File: src/rtl/onehot_seq_encoder_pkg.sv
// Shared definitions for the one-hot sequence encoder: default widths and
// the two-state FSM encoding.
package onehot_pkg;

   // Default request-vector width and the index width derived from it.
   localparam int N_DEF = 4;
   localparam int W_DEF = $clog2(N_DEF);

   // IDLE waits for a vector; EMIT drains the pending bits lowest first.
   typedef enum logic {
      IDLE = 1'b0,
      EMIT = 1'b1
   } state_t;

endpackage : onehot_pkg

File: src/rtl/onehot_seq_encoder_if.sv
// Handshake bundle between the request source, the encoder and the index
// consumer. The slave modport is the encoder's view; master is the
// environment driving requests and accepting indices.
interface onehot_seq_encoder_if
   import onehot_pkg::*;
#(
   parameter int N = N_DEF,
   parameter int W = $clog2(N)
);
   logic         in_valid;
   logic         in_ready;
   logic [N-1:0] in_vec;
   logic         out_valid;
   logic         out_ready;
   logic [W-1:0] out_idx;
   logic         out_last;
   logic         err_zero;
   logic         busy;

   modport slave (
      input  in_valid, in_vec, out_ready,
      output in_ready, out_valid, out_idx, out_last, err_zero, busy
   );

   modport master (
      output in_valid, in_vec, out_ready,
      input  in_ready, out_valid, out_idx, out_last, err_zero, busy
   );
endinterface : onehot_seq_encoder_if

File: src/rtl/onehot_seq_encoder_lsb_index.sv
// Combinational lowest-set-bit locator: binary index of the lowest set bit
// plus a flag telling whether that bit is the only one set.
module lsb_index
   import onehot_pkg::*;
#(
   parameter int N = N_DEF,
   parameter int W = $clog2(N)
) (
   input  logic [N-1:0] vec_i,
   output logic [W-1:0] idx_o,
   output logic         single_o
);

   logic [N-1:0] vec_m1;

   // vec & (vec-1) clears the lowest set bit; nothing left means one bit.
   assign vec_m1   = vec_i - {{(N-1){1'b0}}, 1'b1};
   assign single_o = (|vec_i) && !(|(vec_i & vec_m1));

   // Scan from the top down so the lowest set bit is the last one written.
   always_comb begin
      idx_o = '0;
      for (int i = N - 1; i >= 0; i--) begin
         if (vec_i[i]) begin
            idx_o = W'(i);
         end
      end
   end

endmodule : lsb_index

File: src/rtl/onehot_seq_encoder.sv
// Captures a request vector and emits the binary index of each set bit,
// lowest first, one per output handshake. A new vector is accepted only
// after the previous one has fully drained.
module onehot_seq_encoder
   import onehot_pkg::*;
#(
   parameter int N = N_DEF,
   parameter int W = $clog2(N)
) (
   input  logic                  clk,
   input  logic                  rst_n,
   onehot_seq_encoder_if.slave   bus
);

   state_t       state_q, state_d;
   logic [N-1:0] pending_q, pending_d;
   logic         err_q, err_d;

   logic [W-1:0] lsb_idx;
   logic         lsb_single;
   logic [N-1:0] clr_mask;

   // Index and last flag depend only on pending, so they hold under backpressure.
   lsb_index #(
      .N (N),
      .W (W)
   ) u_lsb (
      .vec_i    (pending_q),
      .idx_o    (lsb_idx),
      .single_o (lsb_single)
   );

   assign clr_mask     = {{(N-1){1'b0}}, 1'b1} << lsb_idx;
   assign bus.err_zero = err_q;

   // State, pending vector and zero-vector pulse register.
   always_ff @(posedge clk or negedge rst_n) begin
      if (!rst_n) begin
         state_q   <= IDLE;
         pending_q <= '0;
         err_q     <= 1'b0;
      end else begin
         state_q   <= state_d;
         pending_q <= pending_d;
         err_q     <= err_d;
      end
   end

   // Next-state logic and handshake outputs.
   always_comb begin
      state_d       = state_q;
      pending_d     = pending_q;
      err_d         = 1'b0;
      bus.in_ready  = 1'b0;
      bus.out_valid = 1'b0;
      bus.out_idx   = '0;
      bus.out_last  = 1'b0;
      bus.busy      = 1'b0;
      case (state_q)
         IDLE: begin
            bus.in_ready = 1'b1;
            if (bus.in_valid) begin
               if (|bus.in_vec) begin
                  pending_d = bus.in_vec;
                  state_d   = EMIT;
               end else begin
                  // All-zero vector is consumed but produces nothing.
                  err_d = 1'b1;
               end
            end
         end
         EMIT: begin
            bus.out_valid = 1'b1;
            bus.busy      = 1'b1;
            bus.out_idx   = lsb_idx;
            bus.out_last  = lsb_single;
            if (bus.out_ready) begin
               pending_d = pending_q & ~clr_mask;
               if (lsb_single) begin
                  state_d = IDLE;
               end
            end
         end
         default: begin
            state_d   = IDLE;
            pending_d = '0;
         end
      endcase
   end

endmodule : onehot_seq_encoder

File: src/flat_wrapper.sv
// flat-port wrapper written by rule: the top's interface ports become plain ports
module onehot_seq_encoder_flat import onehot_pkg::*;
#(
   parameter int N = N_DEF,
   parameter int W = $clog2(N)
)
  (clk, rst_n, bus_in_valid, bus_in_vec, bus_out_ready, bus_in_ready, bus_out_valid, bus_out_idx, bus_out_last, bus_err_zero, bus_busy);
  onehot_seq_encoder_if #(.N(N), .W(W)) bus_i ();
  input  logic clk;
  input  logic rst_n;
  input wire logic [$bits(bus_i.in_valid)-1:0] bus_in_valid;
  input wire logic [$bits(bus_i.in_vec)-1:0] bus_in_vec;
  input wire logic [$bits(bus_i.out_ready)-1:0] bus_out_ready;
  output wire logic [$bits(bus_i.in_ready)-1:0] bus_in_ready;
  output wire logic [$bits(bus_i.out_valid)-1:0] bus_out_valid;
  output wire logic [$bits(bus_i.out_idx)-1:0] bus_out_idx;
  output wire logic [$bits(bus_i.out_last)-1:0] bus_out_last;
  output wire logic [$bits(bus_i.err_zero)-1:0] bus_err_zero;
  output wire logic [$bits(bus_i.busy)-1:0] bus_busy;
  assign bus_i.in_valid = bus_in_valid;
  assign bus_i.in_vec = bus_in_vec;
  assign bus_i.out_ready = bus_out_ready;
  assign bus_in_ready = bus_i.in_ready;
  assign bus_out_valid = bus_i.out_valid;
  assign bus_out_idx = bus_i.out_idx;
  assign bus_out_last = bus_i.out_last;
  assign bus_err_zero = bus_i.err_zero;
  assign bus_busy = bus_i.busy;
  onehot_seq_encoder #(.N(N), .W(W)) u_core (.clk(clk), .rst_n(rst_n), .bus(bus_i));
endmodule
File: config.mk
export PLATFORM = sky130hd
export DESIGN_NAME = onehot_seq_encoder_flat
export DESIGN_NICKNAME = d
export VERILOG_FILES = /design/src/rtl/onehot_seq_encoder_pkg.sv /design/src/rtl/onehot_seq_encoder_if.sv /design/src/rtl/onehot_seq_encoder_lsb_index.sv /design/src/rtl/onehot_seq_encoder.sv /design/src/flat_wrapper.sv
export SDC_FILE = /design/constraint.sdc
export NUM_CORES = 1
export LEC_CHECK = 0
export ABC_AREA = 1
export CORE_AREA = 2 2 39 41
export DETAILED_ROUTE_END_ITERATION = 7
export DIE_AREA = 0 0 41 43
export SETUP_SLACK_MARGIN = 0.15
export SLEW_MARGIN = 20
export SYNTH_ARGS = -nofsm -noshare
export SYNTH_HDL_FRONTEND = slang
export SYNTH_SLANG_ARGS = --single-unit
File: constraint.sdc
create_clock -name clk -period 1.5 [get_ports clk]
set_clock_uncertainty 0.1 [all_clocks]
set_input_delay 0.3 -clock clk [delete_from_list [all_inputs] [get_ports clk]]
set_output_delay 0.3 -clock clk [all_outputs]
set_load 0.02 [all_outputs]
### Word level (Yosys, flattened, before mapping)

Index checks and enable logic that the tools add are counted.

* register bits: 6
* input port bits: 8
* output and inout bits: 7
* word-level logic and storage cells: 38

* add/subtract/negate cells: 1
* equality and inequality tests: 3
* shift operators: 1
* muxes and demuxes: 20
* bitwise gates (word level): 4
* reduce and logical (&&, ||, !) cells: 6

Operators by type and width (number)
* $mux W4: 3
* $reduce_or A4 Y1: 3
* $mux W1: 10
* $mux W2: 5
* $and A4 B4 Y4: 2
* $pmux W4 S2: 1
* $ne A2 B2 Y1 const B: 2
* $not A4 Y4: 1
* $shl A1 B2 Y4 const A: 1
* $sub A4 B1 Y4 const B: 1
* $reduce_and A3 Y1: 1
* $ne A2 B1 Y1 const B: 1
* $pmux W1 S2: 1
* $logic_and A1 B1 Y1: 1
* $logic_not A1 Y1: 1
* $not A1 Y1: 1

### Logic depth before layout (Yosys ltp)

* word-level depth: 9
* depth in mapped cells: 7
* depth with buffers taken out: 7

### Modules after synthesis

A second synthesis with hierarchy kept.

* cell total of the unflattened synthesis: 72
* area, all modules: 435.4 um^2

By module, submodules not included
* onehot_seq_encoder: instances 1, cells an instance 56, area each 371.6 um^2, seq. area each 150.1 um^2
* lsb_index: instances 1, cells an instance 16, area each 63.8 um^2, seq. area each 0.0 um^2

### Least setup slack after synthesis

OpenSTA, ideal clock, no wires.

* path type: register to output
* from: register u_core.state_q
* to: output bus_out_idx[0]
* arrival: 1238 ps
* data required time: 1100 ps
* slack: -138 ps
* cell stages (with the launch flop): 3
* path through: dfrtp_1 inv_2 nor3_1

* cells in the longest elaborated chain, start to end: 1

RTL lines
* start, declared: RTL line onehot_seq_encoder.sv:15 `state_t state_q, state_d;`
* start signal, assigned: RTL line onehot_seq_encoder.sv:43 `state_q <= state_d;`
* $mux W2: RTL line onehot_seq_encoder.sv:59 `case (state_q)`
* end, declared: RTL line flat_wrapper.sv:16 `output wire logic [$bits(bus_i.out_idx)-1:0] bus_out_idx;`

No other way between the ends.

### Worst setup path after layout

* from: register u_core.pending_q[0]
* to: output bus_out_last

* cells in the longest elaborated chain, start to end: 6
* elaborated cells on any way between the ends: 7
* classes of those cells: add/sub: 1; mux: 1; bitwise: 1; reduce/logical: 4

RTL lines
* start, declared: RTL line onehot_seq_encoder.sv:16 `logic [N-1:0] pending_q, pending_d;`
* start signal, assigned: RTL line onehot_seq_encoder.sv:44 `pending_q <= pending_d;`
* $sub A4 B1 Y4: RTL line onehot_seq_encoder_lsb_index.sv:17 `assign vec_m1 = vec_i - {{(N-1){1'b0}}, 1'b1};`
* $and A4 B4 Y4: RTL line onehot_seq_encoder_lsb_index.sv:18 `assign single_o = (|vec_i) && !(|(vec_i & vec_m1));`
* $reduce_or A4 Y1: RTL line onehot_seq_encoder_lsb_index.sv:18
* $logic_not A1 Y1: RTL line onehot_seq_encoder_lsb_index.sv:18
* $logic_and A1 B1 Y1 *: RTL line onehot_seq_encoder_lsb_index.sv:18
* $mux W1 *: RTL line onehot_seq_encoder.sv:59
* end, declared: RTL line flat_wrapper.sv:17 `output wire logic [$bits(bus_i.out_last)-1:0] bus_out_last;`

Every way passes the cells marked *; elsewhere a longest branch is shown, timed or not.

==> results_tabular.tex <==
\begin{tabular}{lr}
\hline
Metric & Value \\
\hline
\multicolumn{2}{l}{\textbf{Run status}} \\
\quad Status & finished with violations \\
\quad Violated checks & setup timing \\
\multicolumn{2}{l}{\textbf{Route}} \\
\quad Number of vias in the routed layout & 466 \\
\quad Drc violations & 0 \\
\quad Post-detailed-route count of antenna-violating nets & 0 \\
\quad Vias per inst & 4.396 \\
\quad Initial drt markers & 6 \\
\quad Routed len/inst & 8.821 um \\
\quad 1st-pass router iterations & 4 \\
\quad Total Wirelength & 935 um \\
\multicolumn{2}{l}{\textbf{Floorplanning}} \\
\quad Number of placement rows & 14 \\
\quad Top-Level Pins & 15 \\
\quad Height of the die & 43 um \\
\quad Initial cell density of the core & 28.12\% \\
\quad Total die area & 1763 sq um \\
\quad Area of the core & 1384 sq um \\
\quad Width of the die & 41 um \\
\multicolumn{2}{l}{\textbf{STA}} \\
\quad Pins Over Slew Limit & 0 \\
\quad Final hold violations & 0 \\
\quad Crit path setup slack, layout & -0.1162 ns \\
\quad F\_max & 618.7 MHz \\
\quad Worst-case headroom to the max-slew limit & 80.97\% \\
\quad Hold Worst Slack & 0.1895 ns \\
\quad RSZ-0062 raised after global routing & true \\
\quad Worst Max-Slew Pin Slew & 0.2846 ns \\
\quad Final cycle utilization of the critical path & 107.7\% \\
\quad Shortest clock period the worst path allows after layout & 1.616 ns \\
\quad Final Setup Violations & 2 \\
\quad Setup\_tns & -0.1734 ns \\
\multicolumn{2}{l}{\textbf{Flow run}} \\
\quad \# Max-Cap Violations & 0 \\
\multicolumn{2}{l}{\textbf{Critical path}} \\
\quad Critical path launch point type & flop \\
\quad Data required time of the critical path & 1.10 ns \\
\quad Startpoint of the most critical register-to-register path & u\_core.state\_q \\
\quad CP endpoint kind & primary output \\
\quad Arrival time worst endpoint & 1.22 ns \\
\quad Critical Setup Path Class & flop to primary output \\
\quad Launch point of the critical path & u\_core.pending\_q[0] \\
\quad Reg-to-reg slack, setup & 0.23 ns \\
\quad Largest fanout on the critical path & 4 \\
\quad Reg2Reg Depth & 6 \\
\multicolumn{2}{l}{\textbf{Power}} \\
\quad Total internal power & 0.7886 mW \\
\quad Comb power frac & 67.1\% \\
\quad Leak pwr & 0.3734 nW \\
\quad Net switching power & 0.5550 mW \\
\quad Maximum VDD drop & 0.8657 mV \\
\quad Clock share of power & 12.4\% \\
\quad Share of total power in sequential cells & 20.5\% \\
\quad Switching part of the total & 41.31\% \\
\quad Cell area power density & 1925 nW/um\^{}2 \\
\multicolumn{2}{l}{\textbf{Layout}} \\
\quad NumNets Final & 99 \\
\quad Post-layout util & 50.45\% \\
\quad Antenna Diode Count & 0 \\
\quad Growth of design area from synthesis to finish & 79.42\% \\
\quad Most frequent standard cell in the layout excluding fill and tap cells & nand2\_1 \\
\quad Number of non-filler instances in the completed layout & 106 \\
\quad Commonest non-fill, non-tap cells in the layout & nand2\_1, buf\_4, clkdlybuf4s50\_1, buf\_6, nor2\_1 \\
\quad Fraction of layout cells with a size suffix above 1 & 37.78\% \\
\multicolumn{2}{l}{\textbf{Global route}} \\
\quad Largest net degree at the start of global routing & 7 \\
\quad Vias in the first global route & 387 \\
\quad Wire length of the first global-routing pass & 1531 um \\
\quad Global routing usage summed across all routing layers & 12.83\% \\
\quad Global route total overflow & 0 \\
\quad Antenna violations before repair & 0 \\
\multicolumn{2}{l}{\textbf{Placed design}} \\
\quad Detailed placer's ending HPWL & 724 um \\
\quad Instance count after placement with tap cells included & 98 \\
\quad Gp weighted congestion & 0.7740 \\
\quad Number of buffer cells added on primary ports & 14 \\
\multicolumn{2}{l}{\textbf{Clock network}} \\
\quad Clock insertion delay at the later pin of the skew report & 0.25 ns \\
\quad Buffer levels on the longest clock path & 2 \\
\quad Number of buffers added by the clock tree synthesis step & 3 \\
\quad TritonCTS clock tree & done \\
\quad Clk root buf & clkbuf\_4 \\
\quad Clock transition at the register clock pins on the worst setup and hold paths after CTS & 0.05 ns \\
\quad \# H-tree levels & 1 \\
\quad Number of sinks driven by the clock tree & 6 \\
\multicolumn{2}{l}{\textbf{Logic synthesis}} \\
\quad Post-Synthesis Cells & 59 \\
\quad Synth unique cells & 15 \\
\quad Post-synthesis net count & 67 \\
\quad Netlist Area Pre-Place & 389.1 sq um \\
\quad Register bit total from synthesis & 6 \\
\quad Mean instance size in the synthesized netlist & 6.595 sq um \\
\quad Sequential-to-total area share from yosys stat & 38.59\% \\
\quad Syn. warnings & 0 \\
\multicolumn{2}{l}{\textbf{Min path}} \\
\quad Hold/Removal Path Class & input pin to asynchronous set/reset pin \\
\hline
\end{tabular}
==> cell type report <==
| cell class | count | area [sq um] |
|---|---|---|
| clock buffer | 4 | 26.28 |
| fill | 138 | 685.7 |
| inverter | 7 | 28.78 |
| multi-input combinational | 45 | 217.7 |
| sequential | 6 | 151.4 |
| tap | 16 | 20.02 |
| timing repair buffer | 28 | 254.0 |
==> repair_timing <==
action,in CTS,in global routing
setup endpoints to repair,7,10
buffers inserted,3,1
pin swaps,4,5
gates resized for setup,36,4
hold buffers,0,0
==> state kept, by name, summed over array words and instances, names as in the netlist <==
register,count
u_core.bus.err_zero,1
u_core.pending_q,4
u_core.state_q,1
==> critical path: stages (launching register included) <==
cell and delay (ns):
dfrtp_1 0.42, nand2_1 0.11, nand2_1 0.07, nor2_2 0.12, and2_4 0.15, buf_6 0.10
==> layer usage <==
metal	share of wire (%)	GRT usage [%]	up-vias
met3	7.4	4.712	2
met2	48	17.81	19
met4	0.96	6.000	0
li1	-	-	245
met1	44	17.05	200
met5	0	0	-
==> power by group through the flow <==
stage | registers, mW | clock network [mW] | logic, mW
floorplan | 0.297 | 0 | 0.409
global placement | 0.271 | 0 | 0.805
detailed placement | 0.275 | 0 | 0.803
CTS | 0.275 | 0.174 | 0.863
global route | 0.284 | 0.191 | 0.987
finish | 0.276 | 0.167 | 0.901
==> cell families after synthesis <==
group | count (synthesis) | synth area share (%)
flip-flops | 6 | 38.58
AND/OR/NAND/NOR | 41 | 44.70
buffers and inverters | 8 | 8.684
AO/OA/AOI/OAI | 4 | 8.036
==> path summary, 6_finish.rpt <==
| check | to |
|---|---|
| worst max-delay path | bus_out_last |
| worst min-delay path | u_core.bus.err_zero |
| min in group clk | u_core.pending_q[2] |
| worst min register to register | u_core.pending_q[2] |
| max in group asynchronous | u_core.state_q |
| worst max register to register | u_core.pending_q[3] |
==> per-stage QoR <==
step / total power, mW / area (sq um) / setup slack, ns
after detailed placement: 1.078 / 626.9 / -0.2980
final: 1.344 / 698.2 / -0.1162
after floorplan: 0.7059 / 399.1 / 0.1861
after CTS: 1.311 / 676.9 / -0.09452
after global placement: 1.076 / 626.9 / -0.2919
after global routing: 1.462 / 698.2 / -0.1919
==> cell usage after synthesis <==
library cell | n | area [sq um]
and2_1 | 1 | 6.260
nand3_1 | 4 | 20.02
o21ai_1 | 1 | 5.000
nor3_1 | 2 | 10.01
inv_2 | 2 | 7.510
nand2_2 | 2 | 12.51
nor2_1 | 6 | 22.52
o21ai_2 | 1 | 8.760
inv_1 | 5 | 18.77
nand2_1 | 24 | 90.09
nor2_2 | 2 | 12.51
a21oi_1 | 1 | 5.000
dfrtp_1 | 6 | 150.1
o211ai_2 | 1 | 12.51
buf_4 | 1 | 7.510
Power figures use the tool's default switching activity.
